$ cat config.mk
export PLATFORM = sky130hd
export DESIGN_NAME = psg_write_sequencer
export DESIGN_NICKNAME = d
export VERILOG_FILES = /design/src/rtl/psg_write_sequencer.sv
export SDC_FILE = /design/constraint.sdc
export NUM_CORES = 1
export LEC_CHECK = 0
export ABC_AREA = 1
export CAP_MARGIN = 20
export CORE_ASPECT_RATIO = 0.6
export CORE_MARGIN = 2
export CORE_UTILIZATION = 40
export DETAILED_ROUTE_END_ITERATION = 12
export PLACE_DENSITY_LB_ADDON = 0.1
export SYNTH_ARGS = -nofsm -noshare
export SYNTH_HDL_FRONTEND = slang
export SYNTH_SLANG_ARGS = --single-unit
$ cat constraint.sdc
create_clock -name clk -period 3.7 [get_ports clk]
set_clock_uncertainty 0.2 [all_clocks]
set_input_delay 1.11 -clock clk [delete_from_list [all_inputs] [get_ports clk]]
set_output_delay 1.11 -clock clk [all_outputs]
set_load 0.005 [all_outputs]
$ cat src/rtl/psg_write_sequencer.sv
// rtl/psg_write_sequencer.sv - two-requester PSG command write sequencer
//
// Purpose:
//   Shares the PSG command write port (address 0x007F, MREQ_N/WR_N strobes,
//   8-bit data) between two byte requesters. Each requester feeds its own
//   small FIFO. A round-robin arbiter picks the next byte. A tone latch byte
//   locks the arbiter to its source so that the following data byte goes out
//   immediately after it. Every byte is strobed for HOLD_CYCLES cycles. The
//   strobe is then followed by GAP_CYCLES idle cycles, so the PSG command
//   decoder can latch and decode it.
//
// Ports:
//   clk, reset               clock; asynchronous active-high reset
//   req0_valid/data/ready    CPU-side byte push handshake
//   req1_valid/data/ready    init/debug loader byte push handshake
//   psg_addr                 0x007F while strobing, else 0x0000
//   psg_mreq_n, psg_wr_n     active-low strobes (registered)
//   psg_data                 byte being written, held through the gap
//   grant_id                 source of the current/last issued byte
//   busy                     sequencer active or any FIFO non-empty

module psg_write_sequencer_fifo #(
  parameter int DEPTH = 4
) (
  input  logic       clk,
  input  logic       reset,
  input  logic       i_push_valid,
  input  logic [7:0] i_push_data,
  output logic       o_push_ready,
  input  logic       i_pop,
  output logic [7:0] o_head,
  output logic       o_empty
);
  localparam int PW = $clog2(DEPTH);
  localparam logic [PW:0] FULL_COUNT = DEPTH[PW:0];

  logic [7:0]    r_mem [DEPTH];
  logic [PW-1:0] r_wr_ptr;
  logic [PW-1:0] r_rd_ptr;
  logic [PW:0]   r_count;
  logic          w_push;

  // Ready comes from the registered count only, so a full FIFO refuses a
  // byte even in the cycle its head is being popped.
  assign o_push_ready = (r_count != FULL_COUNT);
  assign o_empty      = (r_count == '0);
  assign o_head       = r_mem[r_rd_ptr];
  assign w_push       = i_push_valid && o_push_ready;

  always_ff @(posedge clk) begin
    if (w_push) r_mem[r_wr_ptr] <= i_push_data;
  end

  always_ff @(posedge clk or posedge reset) begin
    if (reset) begin
      r_wr_ptr <= '0;
      r_rd_ptr <= '0;
      r_count  <= '0;
    end else begin
      if (w_push) r_wr_ptr <= r_wr_ptr + 1'b1;
      if (i_pop)  r_rd_ptr <= r_rd_ptr + 1'b1;
      case ({w_push, i_pop})
        2'b10:   r_count <= r_count + 1'b1;
        2'b01:   r_count <= r_count - 1'b1;
        default: r_count <= r_count;
      endcase
    end
  end
endmodule

module psg_write_sequencer #(
  parameter int HOLD_CYCLES = 2,
  parameter int GAP_CYCLES  = 12,
  parameter int DEPTH       = 4
) (
  input  logic        clk,
  input  logic        reset,
  input  logic        req0_valid,
  input  logic [7:0]  req0_data,
  output logic        req0_ready,
  input  logic        req1_valid,
  input  logic [7:0]  req1_data,
  output logic        req1_ready,
  output logic [15:0] psg_addr,
  output logic        psg_mreq_n,
  output logic        psg_wr_n,
  output logic [7:0]  psg_data,
  output logic        grant_id,
  output logic        busy
);
  localparam int CNT_MAX = (HOLD_CYCLES > GAP_CYCLES) ? HOLD_CYCLES : GAP_CYCLES;
  localparam int CW      = $clog2(CNT_MAX + 1);
  localparam logic [CW-1:0] HOLD_LOAD = CW'(HOLD_CYCLES - 1);
  localparam logic [CW-1:0] GAP_LOAD  = CW'(GAP_CYCLES - 1);

  typedef enum logic [1:0] {S_IDLE, S_DRIVE, S_GAP} state_t;

  state_t        r_state;
  logic [CW-1:0] r_cnt;
  logic          r_rr;        // requester favoured when both FIFOs hold data
  logic          r_lock;
  logic          r_lock_id;
  logic [15:0]   r_addr;
  logic          r_mreq_n;
  logic          r_wr_n;
  logic [7:0]    r_data;
  logic          r_grant;

  logic          w_empty0;
  logic          w_empty1;
  logic [7:0]    w_head0;
  logic [7:0]    w_head1;
  logic [7:0]    w_head;
  logic          w_elig;
  logic          w_sel;
  logic          w_start;
  logic          w_pop0;
  logic          w_pop1;
  logic          w_tone_latch;

  psg_write_sequencer_fifo #(.DEPTH(DEPTH)) u_fifo0 (
    .clk          (clk),
    .reset        (reset),
    .i_push_valid (req0_valid),
    .i_push_data  (req0_data),
    .o_push_ready (req0_ready),
    .i_pop        (w_pop0),
    .o_head       (w_head0),
    .o_empty      (w_empty0)
  );

  psg_write_sequencer_fifo #(.DEPTH(DEPTH)) u_fifo1 (
    .clk          (clk),
    .reset        (reset),
    .i_push_valid (req1_valid),
    .i_push_data  (req1_data),
    .o_push_ready (req1_ready),
    .i_pop        (w_pop1),
    .o_head       (w_head1),
    .o_empty      (w_empty1)
  );

  // While locked, only the locking requester may go next. The sequencer
  // waits for it and never falls back to the other requester.
  always_comb begin
    w_elig = 1'b0;
    w_sel  = 1'b0;
    if (r_lock) begin
      w_sel  = r_lock_id;
      w_elig = r_lock_id ? !w_empty1 : !w_empty0;
    end else if (!w_empty0 && !w_empty1) begin
      w_elig = 1'b1;
      w_sel  = r_rr;
    end else if (!w_empty0) begin
      w_elig = 1'b1;
      w_sel  = 1'b0;
    end else if (!w_empty1) begin
      w_elig = 1'b1;
      w_sel  = 1'b1;
    end
  end

  assign w_start = (r_state == S_IDLE) && w_elig;
  assign w_pop0  = w_start && !w_sel;
  assign w_pop1  = w_start && w_sel;
  assign w_head  = w_sel ? w_head1 : w_head0;

  // Tone frequency latch bytes (channels 0..2) need a data byte after them.
  // Volume and noise latches are complete on their own.
  assign w_tone_latch = w_head[7] &&
                        ((w_head[6:4] == 3'd0) || (w_head[6:4] == 3'd2) ||
                         (w_head[6:4] == 3'd4));

  assign busy = (r_state != S_IDLE) || !w_empty0 || !w_empty1;

  assign psg_addr   = r_addr;
  assign psg_mreq_n = r_mreq_n;
  assign psg_wr_n   = r_wr_n;
  assign psg_data   = r_data;
  assign grant_id   = r_grant;

  always_ff @(posedge clk or posedge reset) begin
    if (reset) begin
      r_state   <= S_IDLE;
      r_cnt     <= '0;
      r_rr      <= 1'b0;
      r_lock    <= 1'b0;
      r_lock_id <= 1'b0;
      r_addr    <= 16'h0000;
      r_mreq_n  <= 1'b1;
      r_wr_n    <= 1'b1;
      r_data    <= 8'h00;
      r_grant   <= 1'b0;
    end else begin
      case (r_state)
        S_IDLE: begin
          if (w_start) begin
            r_state  <= S_DRIVE;
            r_cnt    <= HOLD_LOAD;
            r_mreq_n <= 1'b0;
            r_wr_n   <= 1'b0;
            r_addr   <= 16'h007F;
            r_data   <= w_head;
            r_grant  <= w_sel;
            if (r_lock) begin
              // Second byte of the pair is out; the pair is complete.
              r_lock <= 1'b0;
            end else begin
              r_rr <= ~w_sel;
              if (w_tone_latch) begin
                r_lock    <= 1'b1;
                r_lock_id <= w_sel;
              end
            end
          end
        end
        S_DRIVE: begin
          if (r_cnt == '0) begin
            r_state  <= S_GAP;
            r_cnt    <= GAP_LOAD;
            r_mreq_n <= 1'b1;
            r_wr_n   <= 1'b1;
            r_addr   <= 16'h0000;
          end else begin
            r_cnt <= r_cnt - 1'b1;
          end
        end
        S_GAP: begin
          if (r_cnt == '0) begin
            r_state <= S_IDLE;
          end else begin
            r_cnt <= r_cnt - 1'b1;
          end
        end
        default: r_state <= S_IDLE;
      endcase
    end
  end
endmodule

### Word level (Yosys, flattened, before mapping)

Memories as Yosys holds them, arrays and structs flattened.
Index checks and enable logic that the tools add are counted.

| word-level totals | value |
|---|---|
| register bits after elaboration | 49 |
| bits in writable memories | 64 |
| input bits | 20 |
| output and inout bits | 30 |
| logic and storage cells | 103 |
| memories | 2 |

Memories:

| memory | depth | width | read ports | clocked after Yosys merged registers in | write ports | RTL line | RTL |
|---|---|---|---|---|---|---|---|
| u_fifo0.r_mem | 4 | 8 | 1 | 0 | 1 | 37 | `logic [7:0] r_mem [DEPTH];` |
| u_fifo1.r_mem | 4 | 8 | 1 | 0 | 1 | 37 |  |

| operators by class | value |
|---|---|
| add/subtract/negate cells | 9 |
| equality and inequality tests | 14 |
| mux-type cells | 31 |
| bitwise gates (word level) | 2 |
| reduce and logical (&&, ||, !) cells | 30 |

Operators with widths:

| cell | number |
|---|---|
| 2-to-1 mux 16 bit | 2 |
| one-hot mux 16 bit (2 select lines) | 1 |
| 2-to-1 mux 1 bit | 16 |
| 2-to-1 mux 4 bit | 3 |
| one-hot mux 3 bit (2 select lines) | 2 |
| one-hot mux 4 bit (3 select lines) | 1 |
| AND reduction 3 bit | 4 |
| logical NOT 3 bit | 3 |
| adder 2 x 1 -> 2 bit (second input constant) | 4 |
| 2-to-1 mux 8 bit | 1 |
| inequality test 2 bit (second input constant) | 4 |
| nonzero test 2 bit | 4 |
| logical AND 1 bit | 7 |
| adder 3 x 1 -> 3 bit (second input constant) | 2 |
| == test 2 x 1 -> 1 bit (second input constant) | 3 |
| == test 2 bit (second input constant) | 3 |
| 2-to-1 mux 2 bit | 3 |
| inequality test 3 bit (second input constant) | 2 |
| one-hot mux 2 bit (3 select lines) | 1 |
| subtractor 3 x 1 -> 3 bit (second input constant) | 2 |
| logical NOT 4 bit | 1 |
| logical OR 1 bit | 4 |
| AND reduction 4 bit | 1 |
| subtractor 4 x 1 -> 4 bit (second input constant) | 1 |
| 8 further kinds | 11 |

### Depth between registers and ports, before layout

Gate-level depths: netlist of the first run.

| logic depth | value |
|---|---|
| depth in word-level cells | 12 |
| mapped depth | 14 |
| gate-level depth less buffers | 14 |

### By module

Synthesis of the first run repeated with hierarchy kept, for this count alone.

| unflattened totals | value |
|---|---|
| cells, all modules | 450 |
| area, all modules | 4733.3 um2 |

By module, submodules not included:

| module | times used | cells each | area each (um2) |
|---|---|---|---|
| psg_write_sequencer_fifo | 2 | 145 | 1725.4 |
| psg_write_sequencer | 1 | 160 | 1282.5 |

### Worst setup path after synthesis of the first run

No wires, ideal clock.

| timing | value |
|---|---|
| kind | input to register |
| start | input port req1_valid |
| end | register u_fifo1.r_count[2] |
| setup time | 131 ps |
| arrival | 2241 ps |
| required time | 3369 ps |
| slack | 1128 ps |
| stages on the path | 7 |
| cell sequence | nand2_1 -> ha_1 -> inv_1 -> fa_1 -> a21oi_1 -> o21ai_0 -> xor2_1 |

| on the way | value |
|---|---|
| longest elaborated chain between the ends | 3 |

RTL lines:

| item | RTL line | RTL |
|---|---|---|
| from (decl) | 81 | `input logic req1_valid,` |
| logical AND 1 bit * | 48 | `assign w_push = i_push_valid && o_push_ready;` |
| == test 2 x 1 -> 1 bit / == test 2 bit (equally long branches) | 62 | `case ({w_push, i_pop})` |
| one-hot mux 3 bit (2 select lines) / nonzero test 2 bit (equally long branches) | -- |  |
| to (signal assigned) | 63 | `2'b10: r_count <= r_count + 1'b1;` |
| to (signal assigned) | 64 | `2'b01: r_count <= r_count - 1'b1;` |
| to (signal assigned) | 65 | `default: r_count <= r_count;` |
| to (decl) | 40 | `logic [PW:0] r_count;` |

Every way passes the cells marked *; elsewhere a longest branch is shown, timed or not.
A chain may end at the register's enable or synchronous reset.

### Final worst setup path of the first run

| timing | value |
|---|---|
| start | register u_fifo1.r_count[0] |
| end | output port busy |

| on the way | value |
|---|---|
| longest elaborated chain between the ends | 3 |

RTL lines:

| item | RTL line | RTL |
|---|---|---|
| logical NOT 3 bit | 46 | `assign o_empty = (r_count == '0);` |
| logical NOT 1 bit | 174 | `assign busy = (r_state != S_IDLE) \|\| !w_empty0 \|\| !w_empty1;` |
| logical OR 1 bit | 174 |  |
| to (decl) | 89 | `output logic busy` |

Every way passes these cells.

==> results.toml, run 1 <==
[cells_and_area]
multi_input_area_mm2 = 0.00141
layout.nets = 525
final_area_mm2 = 0.00537
diodes = 0
final_cell_mix = "77 x nand2_1, 64 x edfxtp_1, 58 x inv_1, 52 x nor2_1, 40 x clkdlybuf4s50_1"
layout.area.seq_mm2 = 0.00277
fillers = 1024
syn_to_final_growth_pct = 17.2
mostFrequentLayoutCell = "nand2_1"
drive_gt1_share_pct = 8.54

[floorplan]
core_area_mm2 = 0.0112
initial_utilization_pct = 40.8
dieArea_mm2 = 0.0123
fp.dieH_um = 86.9
die_w_um = 142
rows = 30
ios = 50

[clocking]
cts_buffers = 9
cts.path.max_buffers = 2
cts_sinks = 98
htreeDepth = 3
cts_hold_buf = 0
tritoncts = "built"
clockRootBuffer = "clkbuf_16"
clk_latency_ns = 0.34
postCtsSetupRepairBufs = 0
cts-resized-gates = 0
clk_pin_slew_ns = 0.06

[critical_path]
rrSetupSlack_ns = 0.97
path_max_fanout = 3
cp.required_ns = 2.39
cp-start-kind = "flop"
timing.rr.start = "r_state[0]"
critPathSlowestCell = "clkdlybuf4s50_1"
path_class = "flop to output pin"
critPathTopFamily = "simple AND/OR/NAND/NOR gates"
path_depth = 5
crit_arrival_ns = 1.84
crit_buf_inv = 1
end_kind = "output pin"
worst_path_most_repeated_cell = "nor2_1"
critical_path.cell_chain = "nor2_1, nand2_1, nor2_1, nand3_1, clkdlybuf4s50_1"
slowest_delay_ns = 0.46
reg2reg_depth = 13
rr_endpoint = "u_fifo0.r_count[2]"

[detailed_routing]
vias = 2992
post_drt_wl_per_cell_um = 14.0
drc = 0
wl_um = 8900
drt_iter0_drc = 172
dr.pass1.iters = 4
antenna_left = 0
via_per_inst = 4.70

[sta]
period_needed_ns = 3.15
setup_viol_count_final = 0
hold_violations = 0
fmax_ghz = 0.318
timing.final.crit_share_pct = 85.1
setup-tns-final_ns = 0
slew_headroom_pct = 57.8
tightestPinTransition_ns = 0.633
rsz0062_at_grt = "no"
drv_slew = 0

[placed_design]
hpwl_um = 6470
port_buffers = 40
gp_congestion = 0.781
post_dp_cell_area_mm2 = 0.00507

[status]
status = "complete, no violations"

[pwr]
cellPowerDensity_mw_per_mm2 = 879
p_leak_nw = 2.28
p_total_mw = 4.72
vdd_ir_drop_max_mv = 0.295

[synthesis]
yosysWarnings = 0
synth_area_mm2 = 0.00458
synth-seq-cells = 98
synth-seq-area-share_pct = 60.6
ys_types = 30
synth.area.top_cells = "edfxtp_1 42%, dfrtp_1 18%, nand2_1 6.3%, inv_1 4.8%, ha_1 4.4%"
yosysTopAreaCellShare_pct = 42.0
syn_inst = 444
avgSynthCellArea_um2 = 10.3
yosys.area.top_type = "edfxtp_1"

[global_routing]
grt_pass1_vias = 2788
antenna_found_initial = 0
grt_max_degree = 35
track_usage_pct = 15.6
gr-total-overflow = 0
grt_pass1_wl_um = 14400

[min_path]
worstHoldStart = "psg_wr_n"
min_path_cells = 2
holdCritPathClass = "flop to flop"
holdPathEnd = "psg_wr_n"

[flow_run]
max_cap_violations = 0
[cells in the mapped netlist]
| library cell | n |
|---|---|
| buf_4 | 19 |
| edfxtp_1 | 64 |
| nand2_1 | 77 |
| a211oi_1 | 1 |
| a21oi_1 | 11 |
| buf_2 | 4 |
| nor2_8 | 1 |
| dfstp_2 | 1 |
| inv_1 | 58 |
| o21ai_1 | 1 |
| dfrtp_1 | 33 |
| nand2_2 | 7 |
| o21ai_0 | 37 |
| nand3_1 | 26 |
| nand2_4 | 1 |
| a21oi_4 | 1 |
| buf_6 | 2 |
| a31o_2 | 1 |
| xor2_1 | 7 |
| xnor2_1 | 3 |
| fa_1 | 2 |
| conb_1 | 1 |
| nor2_1 | 52 |
| a21oi_2 | 1 |
| ha_1 | 16 |
| clkinv_1 | 1 |
| a31oi_1 | 3 |
| nor2_2 | 2 |
| inv_2 | 4 |
| o22ai_1 | 7 |
[worst register-to-register path, delay by kind of cell (launching register included)]
| family | cells | cell delay [ns] |
|---|---|---|
| AO/OA/AOI/OAI | 1 | 0.32 |
| adder cells (fa/ha/maj) | 3 | 0.71 |
| buffers and inverters | 4 | 0.47 |
| flip-flops | 1 | 0.40 |
| XOR/XNOR | 1 | 0.15 |
| AND/OR/NAND/NOR | 4 | 0.39 |
[through the flow]
stage,setup WS (ns),util (%),cells,hold slack (ns)
6_report,0.551,47.8,636,0.283
5_1_grt,0.462,47.8,636,0.296
4_1_cts,0.533,47.8,636,0.287
3_5_place_dp,0.608,45.2,620,0.277
3_3_place_gp,0.635,45.2,620,0.267
2_1_floorplan,1.13,-,452,0.253
[worst max path at each step]
stage / startpoint / endpoint / slack [ns]
3_5_place_dp: req1_valid / u_fifo1.r_count[2] / 0.61
5_1_grt: u_fifo1.r_count[0] / busy / 0.46
2_1_floorplan: req1_valid / u_fifo1.r_count[2] / 1.13
6_report: u_fifo1.r_count[0] / busy / 0.55
3_3_place_gp: req1_valid / u_fifo1.r_count[2] / 0.63
4_1_cts: u_fifo1.r_count[0] / busy / 0.53
[kinds of logic after synthesis]
family | synth area share [%]
and+or+nand+nor | 15.3
DFF | 60.6
buffers and inverters | 9.21
AOI/OAI and AO/OA | 7.63
adders and majority gates | 5.25
xor gates and xnor gates | 1.91
other | 0.0819
[registers in the layout (all words and copies together), names as in the netlist, 2 cells and up]
signal,count
u_fifo0.r_mem,32
u_fifo1.r_mem,32
psg_data,8
r_cnt,4
u_fifo0.r_count,3
u_fifo1.r_count,3
r_state,2
u_fifo0.r_rd_ptr,2
u_fifo0.r_wr_ptr,2
u_fifo1.r_rd_ptr,2
u_fifo1.r_wr_ptr,2
[power by group]
group | switching [mW] | internal [mW] | total, mW
clock | 0.385 | 0.528 | 0.913
combinational | 1.21 | 0.804 | 2.02
sequential | 0.257 | 1.53 | 1.79
total | 1.85 | 2.86 | 4.72
[layer usage]
metal / share of wire (%) / vias to the layer above / track usage, %
li1: - / 1509 / -
met1: 56 / 1417 / 24.3
met2: 40 / 64 / 21.1
met3: 3.6 / 2 / 4.29
met4: 0.52 / 0 / 4.36
met5: 0 / - / 0
[area by class of cell]
class | instances | share of cell area, %
Multi-Input combinational cell | 266 | 26.3
Clock buffer | 11 | 4.34
Tap cell | 144 | 3.36
Clock inverter | 5 | 1.17
Timing Repair Buffer | 49 | 8.72
Sequential cell | 98 | 51.7
Inverter | 63 | 4.41
Power figures use the tool's default switching activity.
==> run 2: changes to the inputs <==
--- a/config.mk
+++ b/config.mk
@@ -11,6 +11,7 @@
 export CORE_MARGIN = 2
 export CORE_UTILIZATION = 40
 export DETAILED_ROUTE_END_ITERATION = 12
+export MAX_ROUTING_LAYER = met4
 export PLACE_DENSITY_LB_ADDON = 0.1
 export SYNTH_ARGS = -nofsm -noshare
 export SYNTH_HDL_FRONTEND = slang
==> results.toml, run 2 (synthesized netlist as in run 1, its figures left out) <==
[clocking]
clockRootBuffer = "clkbuf_16"
cts-resized-gates = 0
htreeDepth = 3
cts_buffers = 9
clk_pin_slew_ns = 0.06
cts_sinks = 98
cts_hold_buf = 0
cts.path.max_buffers = 2
clk_latency_ns = 0.34
postCtsSetupRepairBufs = 0
tritoncts = "built"

[critical_path]
end_kind = "output pin"
rrSetupSlack_ns = 0.96
rr_endpoint = "u_fifo0.r_count[2]"
critPathLaunch = "u_fifo1.r_count[1]"
critPathTopFamily = "simple AND/OR/NAND/NOR gates"
path_class = "flop to output pin"
cp.required_ns = 2.39
critical_path.cell_chain = "nor2_1, nand2_1, nor2_1, nand3_1, clkdlybuf4s50_1"
reg2reg_depth = 13
path_depth = 5
cp-start-kind = "flop"
path_max_fanout = 3
worst_path_most_repeated_cell = "nor2_1"
crit_buf_inv = 1
timing.rr.start = "r_state[0]"
critPathSlowestCell = "clkdlybuf4s50_1"
slowest_delay_ns = 0.46
crit_arrival_ns = 1.84

[cells_and_area]
mostFrequentLayoutCell = "nand2_1"
fillers = 1024
diodes = 0
final_cell_mix = "77 x nand2_1, 64 x edfxtp_1, 58 x inv_1, 52 x nor2_1, 40 x clkdlybuf4s50_1"
syn_to_final_growth_pct = 17.2
layout.nets = 525
final_area_mm2 = 0.00537
drive_gt1_share_pct = 8.54

[sta]
hold_violations = 0
setup-tns-final_ns = 0
setup_viol_count_final = 0
slew_headroom_pct = 58.3
timing.hold.ws_ns = 0.283
period_needed_ns = 3.15
worst_slack_ns = 0.551
timing.final.crit_share_pct = 85.1
tightestPinTransition_ns = 0.626
fmax_ghz = 0.318
rsz0062_at_grt = "no"
drv_slew = 0

[placed_design]
hpwl_um = 6470
place_ws_ns = 0.608
post_dp_cell_area_mm2 = 0.00507
gp_congestion = 0.792
port_buffers = 40

[floorplan]
initial_utilization_pct = 40.8
rows = 30
fp.dieH_um = 86.9
dieArea_mm2 = 0.0123
ios = 50
core_area_mm2 = 0.0112
die_w_um = 142

[pwr]
vdd_ir_drop_max_mv = 0.295
p_leak_nw = 2.28
cellPowerDensity_mw_per_mm2 = 879

[global_routing]
grt_pass1_wl_um = 14400
grt_pass1_vias = 2784
grt_max_degree = 35
track_usage_pct = 16.1
antenna_found_initial = 0
gr-total-overflow = 0

[flow_run]
max_cap_violations = 0

[min_path]
holdPathEnd = "psg_wr_n"
holdCritPathClass = "flop to flop"
worstHoldStart = "psg_wr_n"
min_path_cells = 2

[detailed_routing]
vias = 3029
antenna_left = 0
drt_iter0_drc = 167
drc = 0
via_per_inst = 4.76
post_drt_wl_per_cell_um = 14.0
dr.pass1.iters = 4
wl_um = 8900

[status]
status = "complete, no violations"
-- run 2: cell counts in the layout (fill, tap and decap cells not counted) --
Identical to the previous run, type by type.
-- run 2: worst max path at each step --
stage	to
after detailed placement	u_fifo1.r_count[2]
after floorplan	u_fifo1.r_count[2]
after CTS	busy
after global placement	u_fifo1.r_count[2]
after global routing	busy
final	busy
-- run 2: power breakdown --
| part | total, mW | switching, mW | leakage (nW) | internal (mW) |
|---|---|---|---|---|
| clock network | 0.916 | 0.389 | 0.136 | 0.528 |
| logic | 2.01 | 1.21 | 1.15 | 0.804 |
| registers | 1.79 | 0.257 | 0.994 | 1.53 |
| total | 4.72 | 1.86 | 2.28 | 2.86 |
-- run 2: area by class of cell --
type,count,area [um^2],share of cell area (%)
clock buffer,11,233,4.34
inverter,63,236,4.41
sequential,98,2770,51.7
timing repair buffer,49,468,8.72
clock inverter,5,62.6,1.17
tap,144,180,3.36
multi-input combinational,266,1410,26.3
-- run 2: per-layer routing --
layer  part of all wire (%)  wire length (um)  GRT usage [%]  up-vias
met3                    4.8               424           3.96        7
met5                      0                 0              -        -
met4                    1.0                93           4.91        0
li1                       -                 -              -     1507
met2                     39              3500           21.1       72
met1                     55              4880           24.3     1443
-- run 2: through the flow --
stage,total power [mW],instances,utilization [%]
3_3_place_gp,3.80,620,45.2
2_1_floorplan,3.23,452,-
6_report,4.72,636,47.8
5_1_grt,5.13,636,47.8
3_5_place_dp,3.83,620,45.2
4_1_cts,4.77,636,47.8
-- run 2: tightest hold or removal path, stage by stage, from the launching register on --
cell,delay [ns]
dfstp_2,0.38
nand2_1,0.06
nand2_1,0.05
==> run 3: changes to the inputs <==
--- a/config.mk
+++ b/config.mk
@@ -12,7 +12,7 @@
 export CORE_UTILIZATION = 40
 export DETAILED_ROUTE_END_ITERATION = 12
 export MAX_ROUTING_LAYER = met4
-export PLACE_DENSITY_LB_ADDON = 0.1
+export PLACE_DENSITY_LB_ADDON = 0.3
 export SYNTH_ARGS = -nofsm -noshare
 export SYNTH_HDL_FRONTEND = slang
 export SYNTH_SLANG_ARGS = --single-unit
==> results.toml, run 3 (synthesized netlist as in run 1, its figures left out) <==
[status]
status = "complete, no violations"

[detailed_routing]
vias = 3059
drt_iter0_drc = 171
via_per_inst = 4.81
post_drt_wl_per_cell_um = 13.9
wl_um = 8860
antenna_left = 0
drc = 0
dr.pass1.iters = 5

[placed_design]
gp_congestion = 0.794
hpwl_um = 6360
place_ws_ns = 0.591
post-place-cells = 620
port_buffers = 40

[cells_and_area]
diodes = 0
syn_to_final_growth_pct = 17.6
fillers = 990
final_cell_mix = "77 x nand2_1, 64 x edfxtp_1, 58 x inv_1, 52 x nor2_1, 40 x clkdlybuf4s50_1"
final_core_util_pct = 48.0
mostFrequentLayoutCell = "nand2_1"
instances_no_fill = 636
layout.nets = 525
drive_gt1_share_pct = 8.94

[sta]
period_needed_ns = 3.14
rsz0062_at_grt = "no"
timing.final.crit_share_pct = 84.8
slew_headroom_pct = 56.4
fmax_ghz = 0.319
drv_slew = 0
setup-tns-final_ns = 0
setup_viol_count_final = 0
tightestPinTransition_ns = 0.654
worst_slack_ns = 0.562
timing.hold.ws_ns = 0.276
hold_violations = 0

[floorplan]
ios = 50
core_area_mm2 = 0.0112
fp.dieH_um = 86.9
initial_utilization_pct = 40.8
dieArea_mm2 = 0.0123
rows = 30
die_w_um = 142

[min_path]
min_path_cells = 2
holdPathEnd = "psg_wr_n"
holdCritPathClass = "flop to flop"
worstHoldStart = "psg_wr_n"

[clocking]
clockRootBuffer = "clkbuf_16"
cts_hold_buf = 0
cts.path.max_buffers = 2
postCtsSetupRepairBufs = 0
htreeDepth = 3
cts_buffers = 9
cts_sinks = 98
clk_latency_ns = 0.35
tritoncts = "built"
cts-resized-gates = 0
clk_pin_slew_ns = 0.07

[global_routing]
grt_max_degree = 35
busiest_layer = "met2"
track_usage_pct = 16.0
grt_pass1_vias = 2948
grtUsageMet2_pct = 22.9
grt_use_met1_pct = 22.7
antenna_found_initial = 0
gr-total-overflow = 0
grtUsageMet3_pct = 3.68
grt_pass1_wl_um = 14500

[critical_path]
path_max_fanout = 3
path_class = "flop to output pin"
timing.rr.start = "r_state[0]"
cp-start-kind = "flop"
rr_endpoint = "u_fifo0.r_count[2]"
end_kind = "output pin"
rrSetupSlack_ns = 0.90
cp.required_ns = 2.39
reg2reg_depth = 13
crit_arrival_ns = 1.83

[pwr]
vdd_ir_drop_max_mv = 0.412
p_leak_nw = 2.29
cellPowerDensity_mw_per_mm2 = 887

[flow_run]
max_cap_violations = 0
-- run 3: cell types whose count changed in the layout (fill, tap and decap cells not counted) --
cell and delta:
clkinv_2 +2, clkbuf_16 +1, inv_6 -1, clkbuf_1 -2
-- run 3: worst max-delay path by stage --
stage                         endpoint          startpoint  cells past startpoint  slack, ns
finish                            busy          r_state[0]                      6       0.56
global route                      busy  u_fifo1.r_count[1]                      5       0.47
CTS                               busy          r_state[0]                      6       0.54
detailed placement  u_fifo1.r_count[2]          req1_valid                      8       0.59
global placement    u_fifo1.r_count[2]          req1_valid                      8       0.64
floorplan           u_fifo1.r_count[2]          req1_valid                      7       1.13
-- run 3: area by class of cell --
| cell class | instances | area [um^2] | area share [%] |
|---|---|---|---|
| Clock buffer | 10 | 250 | 4.65 |
| Clock inverter | 6 | 63.8 | 1.18 |
| Inverter | 63 | 236 | 4.39 |
| Multi-Input combinational cell | 266 | 1410 | 26.2 |
| Sequential cell | 98 | 2770 | 51.5 |
| Tap cell | 144 | 180 | 3.35 |
| Timing Repair Buffer | 49 | 468 | 8.69 |
-- run 3: metrics by stage --
stage                     power, mW  instance area (um^2)
after CTS                      4.81                  5390
after global routing           5.19                  5390
after global placement         3.77                  5070
final                          4.78                  5390
after floorplan                3.23                  4610
after detailed placement       3.83                  5070
-- run 3: per-layer routing --
| metal | vias to the layer above | wire length [um] |
|---|---|---|
| met5 | - | 0 |
| li1 | 1513 | - |
| met2 | 80 | 3780 |
| met1 | 1454 | 4540 |
| met4 | 0 | 116 |
| met3 | 12 | 417 |
-- run 3: power by group --
| part | total [mW] | leakage (nW) | switching [mW] | internal, mW |
|---|---|---|---|---|
| combinational | 2.03 | 1.15 | 1.23 | 0.801 |
| clock | 0.964 | 0.150 | 0.401 | 0.563 |
| sequential | 1.78 | 0.994 | 0.250 | 1.53 |
| total | 4.78 | 2.29 | 1.88 | 2.89 |
-- run 3: critical path, stage by stage, from the launching register on --
cell	delay [ns]
dfrtp_1	0.38
inv_1	0.09
ha_1	0.22
inv_1	0.13
nor2_1	0.07
nand3_1	0.09
clkdlybuf4s50_1	0.51
==> RTL change, RTL diff (config.mk and constraints of run 1) <==
`GAP_CYCLES`: 12 -> 14.
--- a/src/rtl/psg_write_sequencer.sv
+++ b/src/rtl/psg_write_sequencer.sv
@@ -70,7 +70,7 @@
 
 module psg_write_sequencer #(
   parameter int HOLD_CYCLES = 2,
-  parameter int GAP_CYCLES  = 12,
+  parameter int GAP_CYCLES  = 14,
   parameter int DEPTH       = 4
 ) (
   input  logic        clk,
Behaviour: same outputs for any inputs over 10 cycles, from zero or initial values and one cycle with reset high; that may be too few to reach the edited logic, so the function may still have changed.
==> RTL change against run 1 <==
Largest cell class unchanged. Routed wire length decreased by 3.2%. First-iteration DRC count decreased by 27%. Sequential share of layout area increased by 0.35 points. Sequential cell count unchanged. Core utilization decreased by 0.16 points. Highest routed layer unchanged. Combinational power decreased by 7%. Largest power group unchanged. Setup slack got worse by 27 ps. Area after synthesis decreased by 0.98%. Power decreased by 3.2%. Global-route usage decreased by 0.20 points. Non-clock buffer count unchanged. Design area decreased by 0.68%.
==> RTL change: results (changes against run 1) <==
[outcome]
outcome = completed

[synth]
yosys-top-cells-area = edfxtp_1 (42%), dfrtp_1 (18%), nand2_1 (6.5%)
synth_seq_area_share_pct = 61.19  ; +0.60 points
ys_types = 31  ; +3.3%
synth-compound-area-share_pct = 7.784  ; +0.16 points
yosysTopAreaCellShare_pct = 42.40  ; +0.42 points
synthXorXnorAreaFrac_pct = 1.739  ; -0.17 points
synthAdderAreaFrac_pct = 5.023  ; -0.22 points
synthTopCellsByCount = nand2_1 (79), edfxtp_1 (64), inv_1 (55)

[critical_path]
ff2ff_path_depth = 12  ; -1
critical_path_arrival_ps = 1870  ; +30 ps
crit_fanout = 4  ; +1

[place]
numPlacedInstances = 616  ; -0.65%
post-place-ws_ps = 574.4  ; -33.15 ps

[final_layout]
area_delta_synth_final_pct = 17.58
multi_input_area_um2 = 1381  ; -2.2%
inverters = 62  ; -1.6%
fillers = 1045  ; +2.1%
drive_above_1_share_pct = 8.402  ; -0.13 points
nets = 520  ; -0.95%
num-multi-input-gates = 263  ; -1.1%
stdcell_area_um2 = 5330  ; -0.68%
buffer_area_share_pct = 8.779  ; +0.059 points
sh_seq_area_pct = 52.04  ; +0.35 points
n_clock_buffer = 10  ; -1
fin_cells = 632  ; -0.63%

[global_routing]
grt_util_met1_pct = 23.25  ; -1.0 points
grt_pass1_vias = 2818  ; +1.1%
use_met3_pct = 4.309  ; +0.021 points
grt_pass1_wl_um = 14300  ; -1.0%

[power]
seqPwrFrac_pct = 38.8  ; +0.9 points
intPower_w = 0.002798  ; -2.2%
pwr-share-comb_pct = 40.9  ; -1.8 points
leakage_nw = 2.253  ; -1.2%
irDropWorstVdd_mv = 0.3062  ; +3.8%

[timing]
slew_headroom_pct = 54.59  ; -3.2 points

[routing]
routed_wl_um = 8611  ; -3.2%
wl_met3_um = 413  ; +28%
dr.first_iter.drc_count = 125  ; -27%
wl_met1_um = 4601  ; -7.3%

==> RTL change: worst max-delay path, stage by stage (launching register included) <==
cell and delay, ps:
dfrtp_1 410, inv_1 90, ha_1 210, inv_1 110, nor2_1 150, nand3_1 100, clkdlybuf4s50_1 460
==> RTL change: final timing paths <==
| path | startpoint | slack [ps] | end |
|---|---|---|---|
| setup / recovery | r_state[0]$_DFFE_PP0P_ | 520 | busy |
| hold / removal | psg_wr_n$_DFFE_PP1P_ | 270 | psg_wr_n$_DFFE_PP1P_ |
| setup reg to reg | r_state[0]$_DFFE_PP0P_ | 790 | u_fifo0.r_count[2]$_DFFE_PP0P_ |
| hold reg to reg | psg_wr_n$_DFFE_PP1P_ | 270 | psg_wr_n$_DFFE_PP1P_ |
| max in group asynchronous | reset | 2000 | psg_wr_n$_DFFE_PP1P_ |
| min in group asynchronous | reset | 970 | u_fifo1.r_wr_ptr[0]$_DFFE_PP0P_ |
